File: config.mk
export PLATFORM = sky130hd
export DESIGN_NAME = cmult_arbiter
export DESIGN_NICKNAME = d
export VERILOG_FILES = /design/src/rtl/cmult_arbiter.sv
export SDC_FILE = /design/constraint.sdc
export NUM_CORES = 1
export LEC_CHECK = 0
export CORE_AREA = 3 3 156 158
export DETAILED_ROUTE_END_ITERATION = 10
export DIE_AREA = 0 0 159 161
export GPL_TIMING_DRIVEN = 0
export PLACE_DENSITY = 0.75
export SLEW_MARGIN = 10
export SYNTH_ARGS = -nofsm -noshare
export SYNTH_HDL_FRONTEND = slang
export SYNTH_SLANG_ARGS = --single-unit
File: constraint.sdc
create_clock -name i_clk -period 6.2 [get_ports i_clk]
set_clock_uncertainty 0.15 [all_clocks]
set_input_delay 1.24 -clock i_clk [delete_from_list [all_inputs] [get_ports i_clk]]
set_output_delay 1.24 -clock i_clk [all_outputs]
set_load 0.005 [all_outputs]
File: src/rtl/cmult_arbiter.sv
// ----------------------------------------------------------------------------
// cmult_arbiter
//   Round-robin arbiter that shares one pipelined complex multiplier (fixed
//   LATENCY) between NUM_REQ requesters. One operand pair per cycle is
//   registered into the multiplier. A tag pipe carries the requester ID
//   alongside the multiplier pipe so that each result can be routed back to
//   its requester. A drain/quiesce sequence stops issuing and empties the pipe
//   at frame boundaries.
//
// Build option:
//   CMULT_ARB_STATS_EN : when defined, adds o_issue_cnt, a 16-bit wrapping
//                        transfer counter per requester. The counters clear on
//                        reset and on entry to DRAINED.
//
// Ports:
//   i_clk, i_reset      clock, synchronous active-high reset
//   i_req_valid         per-requester operand valid
//   o_req_ready         one-hot grant (combinational, RUN state only)
//   i_req_a, i_req_b    operands, requester i at slice i ({re,im} each)
//   o_m_valid/a/b       registered issue to the multiplier
//   i_m_o_valid, i_m_c  multiplier result
//   o_rsp_valid         one-hot result strobe (no backpressure)
//   o_rsp_data          registered result shared by all requesters
//   i_drain             level request to stop issuing and empty the pipe
//   o_drain_done        high while DRAINED
//   o_busy              results still in flight
//   o_tag_err           sticky: multiplier valid disagreed with the tag pipe
//   o_issue_cnt         (CMULT_ARB_STATS_EN only) per-requester transfer counts
//
// state      | meaning
// -----------+--------------------------------------------------------------
// S_RUN      | arbitrating, one transfer per cycle allowed
// S_DRAIN    | issue stopped, waiting for in-flight results to return
// S_DRAINED  | pipe empty, held until drain is released
// ----------------------------------------------------------------------------
module cmult_arbiter #(
  parameter int NUM_REQ   = 4,
  parameter int word_size = 16,
  parameter int LATENCY   = 3,
  parameter int ID_W      = 2
) (
  input  logic                             i_clk,
  input  logic                             i_reset,
  input  logic [NUM_REQ-1:0]               i_req_valid,
  output logic [NUM_REQ-1:0]               o_req_ready,
  input  logic [NUM_REQ*2*word_size-1:0]   i_req_a,
  input  logic [NUM_REQ*2*word_size-1:0]   i_req_b,
  output logic                             o_m_valid,
  output logic [2*word_size-1:0]           o_m_a,
  output logic [2*word_size-1:0]           o_m_b,
  input  logic                             i_m_o_valid,
  input  logic [2*word_size-1:0]           i_m_c,
  output logic [NUM_REQ-1:0]               o_rsp_valid,
  output logic [2*word_size-1:0]           o_rsp_data,
  input  logic                             i_drain,
  output logic                             o_drain_done,
  output logic                             o_busy,
  output logic                             o_tag_err
`ifdef CMULT_ARB_STATS_EN
  ,
  output logic [NUM_REQ*16-1:0]            o_issue_cnt
`endif
);

  localparam int DW = 2 * word_size;
  // in-flight range is 0..LATENCY+2
  localparam int CNT_W = $clog2(LATENCY + 3);
  localparam logic [ID_W:0] NUM_REQ_W = (ID_W + 1)'(NUM_REQ);

  typedef enum logic [1:0] {
    S_RUN     = 2'd0,
    S_DRAIN   = 2'd1,
    S_DRAINED = 2'd2
  } state_t;

  state_t              r_state;
  logic [ID_W-1:0]     r_rr_ptr;
  logic [CNT_W-1:0]    r_inflight;
  logic                r_tag_v  [LATENCY+1];
  logic [ID_W-1:0]     r_tag_id [LATENCY+1];
  logic                r_m_valid;
  logic [DW-1:0]       r_m_a;
  logic [DW-1:0]       r_m_b;
  logic [NUM_REQ-1:0]  r_rsp_valid;
  logic [DW-1:0]       r_rsp_data;
  logic                r_drain_done;
  logic                r_tag_err;

  logic [2*NUM_REQ-1:0] w_req_dbl;
  logic [NUM_REQ-1:0]   w_req_rot;
  logic                 w_found;
  logic [ID_W-1:0]      w_grant_id;
  logic [ID_W:0]        w_sum;
  logic [ID_W:0]        w_nxt_sum;
  logic [ID_W-1:0]      w_nxt_ptr;
  logic                 w_xfer;
  logic [DW-1:0]        w_sel_a;
  logic [DW-1:0]        w_sel_b;

  // Rotate the request vector so that bit 0 is the requester at rr_ptr; the
  // first set bit of the rotated vector is then the round-robin winner.
  always_comb begin
    w_req_dbl  = {i_req_valid, i_req_valid};
    w_req_rot  = w_req_dbl[r_rr_ptr +: NUM_REQ];
    w_found    = 1'b0;
    w_grant_id = '0;
    w_sum      = '0;
    for (int k = 0; k < NUM_REQ; k++) begin
      if (!w_found && w_req_rot[k]) begin
        w_found = 1'b1;
        w_sum   = {1'b0, r_rr_ptr} + (ID_W + 1)'(k);
        if (w_sum >= NUM_REQ_W) begin
          w_sum = w_sum - NUM_REQ_W;
        end
        w_grant_id = w_sum[ID_W-1:0];
      end
    end
  end

  assign w_xfer      = w_found && (r_state == S_RUN) && !i_reset;
  assign o_req_ready = w_xfer ? (NUM_REQ'(1) << w_grant_id) : '0;

  always_comb begin
    w_nxt_sum = {1'b0, w_grant_id} + (ID_W + 1)'(1);
    w_nxt_ptr = (w_nxt_sum >= NUM_REQ_W) ? '0 : w_nxt_sum[ID_W-1:0];
  end

  always_comb begin
    w_sel_a = '0;
    w_sel_b = '0;
    for (int i = 0; i < NUM_REQ; i++) begin
      if (w_grant_id == ID_W'(i)) begin
        w_sel_a = i_req_a[i*DW +: DW];
        w_sel_b = i_req_b[i*DW +: DW];
      end
    end
  end

  always_ff @(posedge i_clk) begin
    if (i_reset) begin
      r_state      <= S_RUN;
      r_rr_ptr     <= '0;
      r_inflight   <= '0;
      r_m_valid    <= 1'b0;
      r_m_a        <= '0;
      r_m_b        <= '0;
      r_rsp_valid  <= '0;
      r_rsp_data   <= '0;
      r_drain_done <= 1'b0;
      r_tag_err    <= 1'b0;
      for (int j = 0; j <= LATENCY; j++) begin
        r_tag_v[j]  <= 1'b0;
        r_tag_id[j] <= '0;
      end
    end else begin
      r_m_valid <= w_xfer;
      if (w_xfer) begin
        r_m_a    <= w_sel_a;
        r_m_b    <= w_sel_b;
        r_rr_ptr <= w_nxt_ptr;
      end

      // Stage 0 travels with m_valid; stage LATENCY lines up with m_o_valid.
      r_tag_v[0]  <= w_xfer;
      r_tag_id[0] <= w_grant_id;
      for (int j = 1; j <= LATENCY; j++) begin
        r_tag_v[j]  <= r_tag_v[j-1];
        r_tag_id[j] <= r_tag_id[j-1];
      end

      // Routing follows the tag, not m_o_valid, so a spurious multiplier
      // strobe can never produce a response or upset the in-flight count.
      for (int i = 0; i < NUM_REQ; i++) begin
        r_rsp_valid[i] <= r_tag_v[LATENCY] && (r_tag_id[LATENCY] == ID_W'(i));
      end
      if (r_tag_v[LATENCY]) begin
        r_rsp_data <= i_m_c;
      end

      if (i_m_o_valid != r_tag_v[LATENCY]) begin
        r_tag_err <= 1'b1;
      end

      case ({w_xfer, |r_rsp_valid})
        2'b10:   r_inflight <= r_inflight + CNT_W'(1);
        2'b01:   r_inflight <= r_inflight - CNT_W'(1);
        default: r_inflight <= r_inflight;
      endcase

      case (r_state)
        S_RUN: begin
          if (i_drain) begin
            r_state <= S_DRAIN;
          end
        end
        S_DRAIN: begin
          if (!i_drain) begin
            r_state <= S_RUN;
          end else if (r_inflight == '0) begin
            r_state      <= S_DRAINED;
            r_drain_done <= 1'b1;
          end
        end
        S_DRAINED: begin
          if (!i_drain) begin
            r_state      <= S_RUN;
            r_drain_done <= 1'b0;
          end
        end
        default: begin
          r_state      <= S_RUN;
          r_drain_done <= 1'b0;
        end
      endcase
    end
  end

  assign o_m_valid    = r_m_valid;
  assign o_m_a        = r_m_a;
  assign o_m_b        = r_m_b;
  assign o_rsp_valid  = r_rsp_valid;
  assign o_rsp_data   = r_rsp_data;
  assign o_drain_done = r_drain_done;
  assign o_busy       = (r_inflight != '0);
  assign o_tag_err    = r_tag_err;

`ifdef CMULT_ARB_STATS_EN
  logic [15:0] r_issue_cnt [NUM_REQ];
  logic        w_enter_drained;

  assign w_enter_drained = (r_state == S_DRAIN) && i_drain && (r_inflight == '0);

  always_ff @(posedge i_clk) begin
    if (i_reset || w_enter_drained) begin
      for (int i = 0; i < NUM_REQ; i++) begin
        r_issue_cnt[i] <= '0;
      end
    end else if (w_xfer) begin
      r_issue_cnt[w_grant_id] <= r_issue_cnt[w_grant_id] + 16'd1;
    end
  end

  for (genvar g = 0; g < NUM_REQ; g++) begin : g_cnt_out
    assign o_issue_cnt[g*16 +: 16] = r_issue_cnt[g];
  end
`endif

endmodule
# Yosys cells after proc, flatten, opt, wreduce, memory -nomap -nowiden
# Memories as Yosys holds them, arrays and structs flattened.
# Cells that the tools add are included.
dict set report op_classes {
  n_addsub 10
  order_cmp 5
  n_eq_ne 16
  shift 2
  muxes 43
  bitwise_logic 9
  reduce_logical 22
}
# cell count
set ops {}
lappend ops {{$mux 32} 8}
lappend ops {{$mux 2} 17}
lappend ops {{$mux 1} 14}
lappend ops {{$eq 2x2->1 const B} 6}
lappend ops {{$ge 3x3->1 const B} 4}
lappend ops {{$logic_and 1x1->1} 9}
lappend ops {{$eq 2x1->1 const B} 4}
lappend ops {{$ne 2x2->1 const B} 4}
lappend ops {{$or 1x1->1} 8}
lappend ops {{$shiftx 8x3->4} 1}
lappend ops {{$sub 2x1->2 const B} 4}
lappend ops {{$add 2x1->3 const B} 2}
lappend ops {{$add 2x2->3 const B} 2}
lappend ops {{$logic_not 2->1} 3}
lappend ops {{$pmux 2 s3} 1}
lappend ops {{$pmux 3 s2} 1}
lappend ops {{$logic_not 1->1} 4}
lappend ops {{$mux 4} 1}
lappend ops {{$reduce_and 4->1} 1}
lappend ops {{$reduce_or 4->1} 1}
lappend ops {{$shl 1x2->4 const A} 1}
lappend ops {{$add 3x1->3 const B} 1}
lappend ops {{$ge 2x3->1 const B} 1}
lappend ops {{$logic_not 3->1} 1}
lappend ops {{8 further kinds} 8}
dict set report totals {
  register_bits 110
  ram_bits 12
  in_bits 296
  out_inout_bits 108
  elab_cells 119
  n_memories 2
}
# name depth word_bits read_ports rd_clocked_by_memory_dff write_ports line_no
set mem_list {}
lappend mem_list {r_tag_id 4 2 4 0 4 80} ;# logic [ID_W-1:0] r_tag_id [LATENCY+1];
lappend mem_list {r_tag_v 4 1 4 0 4 79} ;# logic r_tag_v [LATENCY+1];

# Longest topological paths before layout
# Gate-level depths: netlist (run 1).
dict set report logic_depth {
  ltp_word 16
  ltp_mapped 11
  depth_no_buf 8
}

# Worst setup path after synthesis (run 1)
# No wires, ideal clock.
dict set report synth_timing {
  path_type {input -> output}
  start {input i_req_valid[2]}
  end {output o_req_ready[2]}
  arrival_ns 2.612
  path_slack_ns 2.198
  path_stages 8
  n_path_buf 3
  path_cell_list {mux2i_1 > o22ai_1 > or2_2 > ha_1 > buf_2 > buf_2 > buf_2 > and2_1}
}
dict set report synth_between {
  elab_chain_len 14
  elab_cells_between_ends 19
}
# element line_no
set synth_rtl {}
lappend synth_rtl {{from (decl)} 44} ;# input logic [NUM_REQ-1:0] i_req_valid,
lappend synth_rtl {{$shiftx 8x3->4 (*)} 104} ;# w_req_rot = w_req_dbl[r_rr_ptr +: NUM_REQ];
lappend synth_rtl {{$mux 1} 109} ;# if (!w_found && w_req_rot[k]) begin
lappend synth_rtl {{$logic_not 1->1} 109}
lappend synth_rtl {{$logic_and 1x1->1} 109}
lappend synth_rtl {{$mux 1} 109}
lappend synth_rtl {{$logic_not 1->1} 109}
lappend synth_rtl {{$logic_and 1x1->1} 109}
lappend synth_rtl {{$mux 1} 109}
lappend synth_rtl {{$logic_not 1->1} 109}
lappend synth_rtl {{$logic_and 1x1->1} 109}
lappend synth_rtl {{$mux 1} 109}
lappend synth_rtl {{$logic_and 1x1->1 (2 in a row)} 120} ;# assign w_xfer = w_found && (r_state == S_RUN) && !i_reset;
lappend synth_rtl {{$mux 4 (*)} 121} ;# assign o_req_ready = w_xfer ? (NUM_REQ'(1) << w_grant_id) : '0;
lappend synth_rtl {{to (decl)} 45} ;# output logic [NUM_REQ-1:0] o_req_ready,
# Mark *: on every way between the ends. The rest lies on a longest branch, timed or not.

# Worst setup path in the final report (run 1)
dict set report layout_timing {
  start {input i_req_valid[0]}
  end {output o_req_ready[2]}
}
# Same word-level chain as after synthesis.

==> impl_metrics.toml, run 1 <==
[outcome]
status = "complete, no violations"

[routing]
vias_per_cell = 5.22
first_iter_violations = 554
drt-total-wl_um = 31500
vias = 8003
ant_nets = 0
wl_per_cell_um = 20.6
route.detailed.drc = 0
drt_pass1_iterations = 5

[timing]
post-route-period-util_pct = 91.9
tightest_slew_ns = 0.795
fin_tns_setup_ns = 0
rsz0062_at_grt = "false"
slew_violations = 0
finalHoldViolations = 0
hold_ws_ns = 0.281
fin_crit_ns = 5.70
fmax_ghz = 0.175
finalSetupViolCount = 0
slew_headroom_pct = 47.0
worst_slack_ns = 0.502

[worst_hold_path]
hold_path.class = "reg2reg"

[power]
switching_power_uw = 979
power.density_mw_per_mm2 = 265
switching_share_pct = 31.7
power_frac_comb_pct = 37.3
ir_worst_vdd_mv = 0.135
power_frac_clock_pct = 32.6
power.internal_mw = 2.10
power.total_mw = 3.08
seqPwrFrac_pct = 30.1
power_leakage_nw = 4.30

[floorplan]
core-area_mm2 = 0.0233
initial_core_util_pct = 28.4
die_x_um = 159
io_pins = 404
dieArea_mm2 = 0.0256
fp-row-count = 56
die_h_um = 161

[clock_network]
clk_latency_ns = 0.41
cts.repair.resized = 0
cts_setup_buffers = 0
h-tree-depth = 4
cts_buffer_depth = 2
cts_hold_buf = 0
clk_pin_slew_ns = 0.05
cts_tree = "yes"
cts_made_buffers = 17
clock_sinks = 121
clockRootBuffer = "clkbuf_16"

[synthesis]
syn_area_mm2 = 0.00660
synthFlopType = "dfxtp_1"
synth_edf_count = 0
yosysTopAreaCell = "dfxtp_1"
synth.top_cell.area_share_pct = 36.7
yosysSeqAreaShare_pct = 36.7
synth_common_cells = "a21oi_1, dfxtp_1, nand2_1, inv_1, nand3b_1"
postSynth.asyncResetShare_pct = 0
synth_fp_nets = 1081
ys_ff_latch = 121
avgSynthCellArea_um2 = 8.47
postSynthCellCount = 779
yosysWarnings = 0
synthTopCellsByArea = "dfxtp_1, a21oi_1, a221o_1"
synthMostInstantiatedCell = "a21oi_1"
synth_cell_types = 43

[cells_and_area]
fin_nets = 1503
num_antenna_cells = 0
postLayoutCoreUtil_pct = 50.0
final_cells = 1532
final_area_mm2 = 0.0116
syn2layout_area_growth_pct = 76.2
post_route_cells_drive_above_1_share_pct = 6.60

[placement]
place_inst = 1501
place_area_mm2 = 0.0110
hpwl_um = 24700
place_congestion = 0.875
io_buffers = 403
dp_slack_ns = 0.482

[grt]
grt_max_degree = 17
grt_pass1_vias = 8049
antenna_found_initial = 0
grt_overflow = 0
grtUsageTotal_pct = 23.7
grt_first_pass_wirelength_um = 46900

[flow_run]
cap_viol_max_count = 0

[critical_path]
worstPathMaxFanout = 10
crit_chain = "clkdlybuf4s50_1 -> mux2i_1 -> o22ai_1 -> or2_2 -> ha_1 -> buf_2 -> buf_2 -> buf_2 -> and2_1 -> clkdlybuf4s50_1"
path_delay_family = "buffers and inverters"
startpoint_type = "input pin"
cp_slowest_cell = "clkdlybuf4s50_1"
critPathCaptureType = "primary output"
cp.arrival_ns = 4.31
cpMostUsedCell = "buf_2"
path_buf_inv = 5
worstPathRequired_ns = 4.81
path_class = "in2out"
max_stage_delay_ns = 0.64
[power groups by stage]
stage	Combinational (mW)	Clock [mW]	Sequential, mW
final	1.15	1.01	0.928
after global routing	1.24	1.06	0.938
after CTS	1.15	1.03	0.927
after detailed placement	1.15	0	0.941
after global placement	1.13	0	0.938
after floorplan	0.542	0	0.944
[cell families after synthesis]
| kind of cell | Yosys count | synth area share, % |
|---|---|---|
| AO/OA/AOI/OAI | 267 | 29.1 |
| XOR/XNOR | 3 | 0.398 |
| adder cells (fa/ha/maj) | 6 | 1.25 |
| buffers and inverters | 147 | 10.5 |
| flip-flops | 121 | 36.7 |
| multiplexers | 35 | 5.31 |
| AND/OR/NAND/NOR | 200 | 16.8 |
[path summary, 6_finish.rpt]
check	start	to	slack, ns	cells past startpoint
setup / recovery	i_req_valid[0]	o_req_ready[2]	0.50	10
hold / removal	r_tag_id[0][0]	r_tag_id[1][0]	0.28	1
setup reg to reg	r_rr_ptr[1]	o_m_a[15]	2.89	10
hold reg to reg	r_tag_id[0][0]	r_tag_id[1][0]	0.28	1
[area by class of cell]
class | instances | area, µm²
clock buffers | 20 | 457
flip-flops and latches | 121 | 2420
multi-input cells | 511 | 3480
well taps | 319 | 399
repair buffers | 403 | 4030
inverters | 63 | 236
clock inverters | 11 | 138
plain buffers | 84 | 453
fillers | 2275 | 11600
[state kept, by name (all words and copies together) (netlist names)]
name and count:
o_drain_done 1, o_m_a 32, o_m_b 32, o_rsp_data 32
o_rsp_valid 4, o_tag_err 1, r_inflight 3, r_rr_ptr 2
r_state 2, r_tag_id 8, r_tag_v 4
[layout by cell type, fill, tap and decap left out, types with 2 or more instances in the layout]
cell,instances
bufinv_16,2
buf_2,26
inv_6,4
clkbuf_8,2
and2_1,3
nor2b_1,11
clkinv_4,4
o22ai_1,8
clkdlybuf4s50_1,403
xor2_1,2
inv_1,62
o21ai_0,4
a221o_1,58
a311oi_1,58
o32ai_1,6
nand2b_1,3
mux2i_1,35
nand3b_1,59
ha_1,5
a221oi_1,6
or2_2,3
dfxtp_1,121
or3_1,2
a21oi_1,123
buf_6,14
nor2_1,39
clkbuf_1,40
and4_1,2
nand2_1,65
clkbuf_16,17
nor4bb_1,2
buf_1,5
or4_1,2
[routing by layer]
layer  GRT usage [%]  share of wire (%)
met3            7.10                8.3
met5               0                  0
met4            9.07                3.5
met2            41.7                 50
met1            27.1                 39
[worst reg2reg max path, delay by kind of cell, from the launching register on]
family,cells,cell delay (ns)
AOI/OAI and AO/OA,3,0.77
adders and majority gates,1,0.14
and+or+nand+nor,2,0.88
muxes,1,0.13
DFF,1,0.30
buffers and inverters,3,0.84
(Power assumes the default switching activity.)
==> inputs of run 2 (changes only) <==
--- a/config.mk
+++ b/config.mk
@@ -10,6 +10,7 @@
 export DIE_AREA = 0 0 159 161
 export GPL_TIMING_DRIVEN = 0
 export PLACE_DENSITY = 0.75
+export REMOVE_ABC_BUFFERS = 1
 export SLEW_MARGIN = 10
 export SYNTH_ARGS = -nofsm -noshare
 export SYNTH_HDL_FRONTEND = slang
==> impl_metrics.toml, run 2 (same netlist as run 1, synthesis figures left out) <==
[placement]
place_area_mm2 = 0.0108
place_congestion = 0.792
io_buffers = 403
hpwl_um = 19400
dp_slack_ns = 0.677

[floorplan]
die_h_um = 161
fp-row-count = 56
initial_core_util_pct = 28.4
dieArea_mm2 = 0.0256
io_pins = 404
die_x_um = 159
core-area_mm2 = 0.0233

[clock_network]
h-tree-depth = 4
cts_hold_buf = 0
cts_setup_buffers = 0
cts_tree = "yes"
clk_pin_slew_ns = 0.05
cts_made_buffers = 17
cts.repair.resized = 0
clock_sinks = 121
clk_latency_ns = 0.40
cts_buffer_depth = 2
clockRootBuffer = "clkbuf_16"

[flow_run]
cap_viol_max_count = 0

[critical_path]
startpoint_type = "input pin"
cp_slowest_cell = "clkdlybuf4s50_1"
r2r-start = "r_rr_ptr[1]"
reg2reg_depth = 8
worstReg2RegEnd = "o_m_a[19]"
path_class = "in2out"
path_delay_family = "buffers and inverters"
max_stage_delay_ns = 0.61
path_buf_inv = 3
reg2reg_slack_ns = 3.09
cp.arrival_ns = 4.12
cpMostUsedCell = "clkdlybuf4s50_1"
critPathCaptureType = "primary output"
worstPathRequired_ns = 4.81
worstPathMaxFanout = 75
crit_chain = "clkdlybuf4s50_1 -> a21oi_1 -> o21a_1 -> o22ai_1 -> ha_4 -> buf_16 -> and2_1 -> clkdlybuf4s50_1"

[cells_and_area]
final_area_mm2 = 0.0114
post_route_cells_drive_above_1_share_pct = 4.93
fill_cells = 2240
fin_nets = 1427
num_antenna_cells = 0
layout_common_cells = "clkdlybuf4s50_1, a21oi_1, dfxtp_1"
final_common_cell = "clkdlybuf4s50_1"
syn2layout_area_growth_pct = 72.9

[power]
power.total_mw = 2.96
power_leakage_nw = 4.13
power.internal_mw = 2.07
switching_power_uw = 893
ir_worst_vdd_mv = 0.152
power.density_mw_per_mm2 = 260
seqPwrFrac_pct = 31.3
switching_share_pct = 30.1
power_frac_clock_pct = 32.6
power_frac_comb_pct = 36.1

[worst_hold_path]
hp-start = "r_tag_v[2]"
holdPathEnd = "r_tag_v[3]"
hold_path.class = "reg2reg"
hold_path_depth = 1

[grt]
grt_max_degree = 78
grt_pass1_vias = 7115
antenna_found_initial = 1
grtUsageTotal_pct = 19.0
grt_overflow = 0
grt_first_pass_wirelength_um = 39000

[routing]
ant_nets = 0
drt-total-wl_um = 26000
route.detailed.drc = 0
vias = 7423
vias_per_cell = 5.10
drt_pass1_iterations = 4
first_iter_violations = 296
wl_per_cell_um = 17.9

[timing]
post-route-period-util_pct = 88.8
fin_crit_ns = 5.51
fmax_ghz = 0.182
slew_headroom_pct = 42.4
finalHoldViolations = 0
finalSetupViolCount = 0
tightest_slew_ns = 0.862
worst_slack_ns = 0.693
slew_violations = 0
hold_ws_ns = 0.288
fin_tns_setup_ns = 0
rsz0062_at_grt = "false"

[outcome]
status = "complete, no violations"
-- run 2: power groups by stage --
stage	Clock (mW)	Combinational [mW]	Sequential [mW]
floorplan	0	0.498	0.948
global placement	0	1.06	0.942
global route	1.03	1.15	0.939
finish	0.966	1.07	0.928
detailed placement	0	1.07	0.944
CTS	0.995	1.07	0.928
-- run 2: how the worst max path moves through the flow --
stage / start / end / slack (ns) / cells past startpoint
final: i_req_valid[0] / o_req_ready[1] / 0.69 / 8
after global routing: i_req_valid[0] / o_req_ready[1] / 0.51 / 8
after CTS: i_req_valid[0] / o_req_ready[1] / 0.68 / 8
after detailed placement: i_req_valid[0] / o_req_ready[1] / 0.68 / 8
after global placement: i_req_valid[3] / o_req_ready[3] / -2.26 / 7
after floorplan: i_req_valid[0] / o_req_ready[3] / 0.47 / 6
-- run 2: cell type report --
type / instances / area, µm² / area share (%)
repair buffers: 411 / 4230 / 37.1
multi-input cells: 511 / 3550 / 31.1
flip-flops and latches: 121 / 2420 / 21.3
clock buffers: 18 / 439 / 3.85
well taps: 319 / 399 / 3.50
inverters: 63 / 236 / 2.07
clock inverters: 12 / 129 / 1.13
-- run 2: worst reg2reg max path: stages (launching register included) --
cell and delay [ns]:
dfxtp_1 0.46, mux2i_1 0.22, o22ai_1 0.15, nor2_1 0.34, ha_4 0.59, buf_16 0.31, a21oi_1 0.22, a221o_1 0.35
a311oi_1 0.23
-- run 2: per-stage QoR --
step,std cells,utilization [%]
after floorplan,695,-
after global placement,1417,45.5
after detailed placement,1425,46.6
after CTS,1455,49.0
after global routing,1455,49.0
final,1455,49.0
-- run 2: routing by layer --
layer | vias to the layer above | share of wire [%] | GRT usage [%]
li1 | 3583 | - | -
met5 | - | 0 | 0
met3 | 32 | 7.5 | 5.69
met4 | 0 | 1.8 | 6.61
met1 | 3488 | 40 | 21.3
met2 | 320 | 50 | 34.4
==> inputs of run 3 (changes only) <==
--- a/config.mk
+++ b/config.mk
@@ -5,11 +5,11 @@
 export SDC_FILE = /design/constraint.sdc
 export NUM_CORES = 1
 export LEC_CHECK = 0
-export CORE_AREA = 3 3 156 158
+export CORE_AREA = 3 3 157 159
 export DETAILED_ROUTE_END_ITERATION = 10
-export DIE_AREA = 0 0 159 161
+export DIE_AREA = 0 0 160 162
 export GPL_TIMING_DRIVEN = 0
-export PLACE_DENSITY = 0.75
+export PLACE_DENSITY = 0.77
 export REMOVE_ABC_BUFFERS = 1
 export SLEW_MARGIN = 10
 export SYNTH_ARGS = -nofsm -noshare
==> constraint.sdc (replaced) <==
create_clock -name i_clk -period 4.5 [get_ports i_clk]
set_clock_uncertainty 0.15 [all_clocks]
set_input_delay 0.9 -clock i_clk [delete_from_list [all_inputs] [get_ports i_clk]]
set_output_delay 0.9 -clock i_clk [all_outputs]
set_load 0.005 [all_outputs]
==> impl_metrics.toml, run 3 (same netlist as run 1, synthesis figures left out) <==
[clock_network]
clockRootBuffer = "clkbuf_16"
clk_latency_ns = 0.41
cts_tree = "yes"
cts_hold_buf = 0
h-tree-depth = 4
clk_pin_slew_ns = 0.06
clock_sinks = 121
cts_made_buffers = 17
cts_buffer_depth = 2

[cells_and_area]
layout_common_cells = "clkdlybuf4s50_1, a21oi_1, dfxtp_1"
post_route_cells_drive_above_1_share_pct = 6.77
seq_area_mm2 = 0.00242
final_common_cell = "clkdlybuf4s50_1"
final_area_mm2 = 0.0117
syn2layout_area_growth_pct = 76.8
fill_cells = 2205
fin_nets = 1441
final_cells = 1473
postLayoutCoreUtil_pct = 49.8
multi_input_area_mm2 = 0.00358

[worst_hold_path]
hold_path.class = "reg2reg"

[critical_path]
worstPathRequired_ns = 3.45
worstPathMaxFanout = 41
cp.arrival_ns = 3.31
critPathCaptureType = "primary output"
startpoint_type = "input pin"
path_class = "in2out"

[power]
power.density_mw_per_mm2 = 367
power_leakage_nw = 4.27
power.total_mw = 4.29
ir_worst_vdd_mv = 0.207

[floorplan]
core-area_mm2 = 0.0234
fp-row-count = 56
die_x_um = 160
initial_core_util_pct = 28.2
dieArea_mm2 = 0.0259
io_pins = 404
die_h_um = 162

[routing]
ant_nets = 0
drt-total-wl_um = 27400
drt_pass1_iterations = 5
wl_per_cell_um = 18.6
route.detailed.drc = 0
vias_per_cell = 5.18
vias = 7636
first_iter_violations = 404

[timing]
fin_tns_setup_ns = 0
finalHoldViolations = 0
slew_headroom_pct = 41.1
worst_slack_ns = 0.135
post-route-period-util_pct = 97.0
slew_violations = 0
tightest_slew_ns = 0.881
fin_crit_ns = 4.36
finalSetupViolCount = 0
hold_ws_ns = 0.293
fmax_ghz = 0.229

[grt]
antenna_found_initial = 2
grt_max_degree = 90
grt_pass1_vias = 7345
busiest_layer = "met2"
met1_usage_pct = 21.8
grt_use_met2_pct = 34.3
grt_first_pass_wirelength_um = 40200
grtUsageTotal_pct = 19.5
grt_overflow = 0
grt_use_met3_pct = 5.92

[outcome]
status = "complete, no violations"

[flow_run]
cap_viol_max_count = 0

[placement]
place_congestion = 0.809
place_area_mm2 = 0.0108
hpwl_um = 19300
dp_slack_ns = -0.441
io_buffers = 403
place_inst = 1426
## run 3: changes by cell type in the layout (fill, tap and decap cells not counted), moves of 3 or more
cell and delta:
buf_6 +3, inv_6 +3, buf_4 +7, clkinv_2 -3
## run 3: final cells by class
cell class	count	share of cell area (%)
inverter	63	2.06
clock buffer	20	3.92
clock inverter	12	1.39
antenna	2	0.0429
tap	319	3.42
multi-input combinational	511	30.7
sequential	121	20.8
timing repair buffer	425	37.7
## run 3: layer usage
layer | vias to the layer above | wire length, µm | share of wire [%]
li1 | 3608 | - | -
met5 | - | 0 | 0
met1 | 3617 | 11000 | 40
met3 | 50 | 2090 | 7.6
met4 | 0 | 801 | 2.9
met2 | 361 | 13600 | 49
## run 3: path summary, 6_finish.rpt
check / end / startpoint / depth (start not counted) / slack [ns]
hold / removal: r_tag_v[3] / r_tag_v[2] / 1 / 0.29
hold reg to reg: r_tag_v[3] / r_tag_v[2] / 1 / 0.29
setup reg to reg: o_m_a[30] / r_rr_ptr[1] / 8 / 1.66
setup / recovery: o_req_ready[3] / i_req_valid[3] / 8 / 0.14
## run 3: power breakdown
| part | internal [mW] | switching [mW] |
|---|---|---|
| Combinational | 0.869 | 0.696 |
| Sequential | 1.21 | 0.0726 |
| Clock | 0.908 | 0.534 |
| Total | 2.98 | 1.30 |
## run 3: worst max-delay path: stages
cell and delay, ns:
clkdlybuf4s50_1 0.71, o22ai_2 0.22, nor2_4 0.19, ha_4 0.22
buf_16 0.21, clkinvlp_4 0.21, nor2_1 0.13, clkdlybuf4s50_1 0.50
## run 3: what timing repair did
item / in CTS / in global routing
setup endpoints to repair: 4 / 4
gates resized for setup: 3 / 8
buffers inserted: 9 / 3
pin swaps: 3 / 1
endpoints found under the hold margin: 0 / 0
cloned: 0 / 1
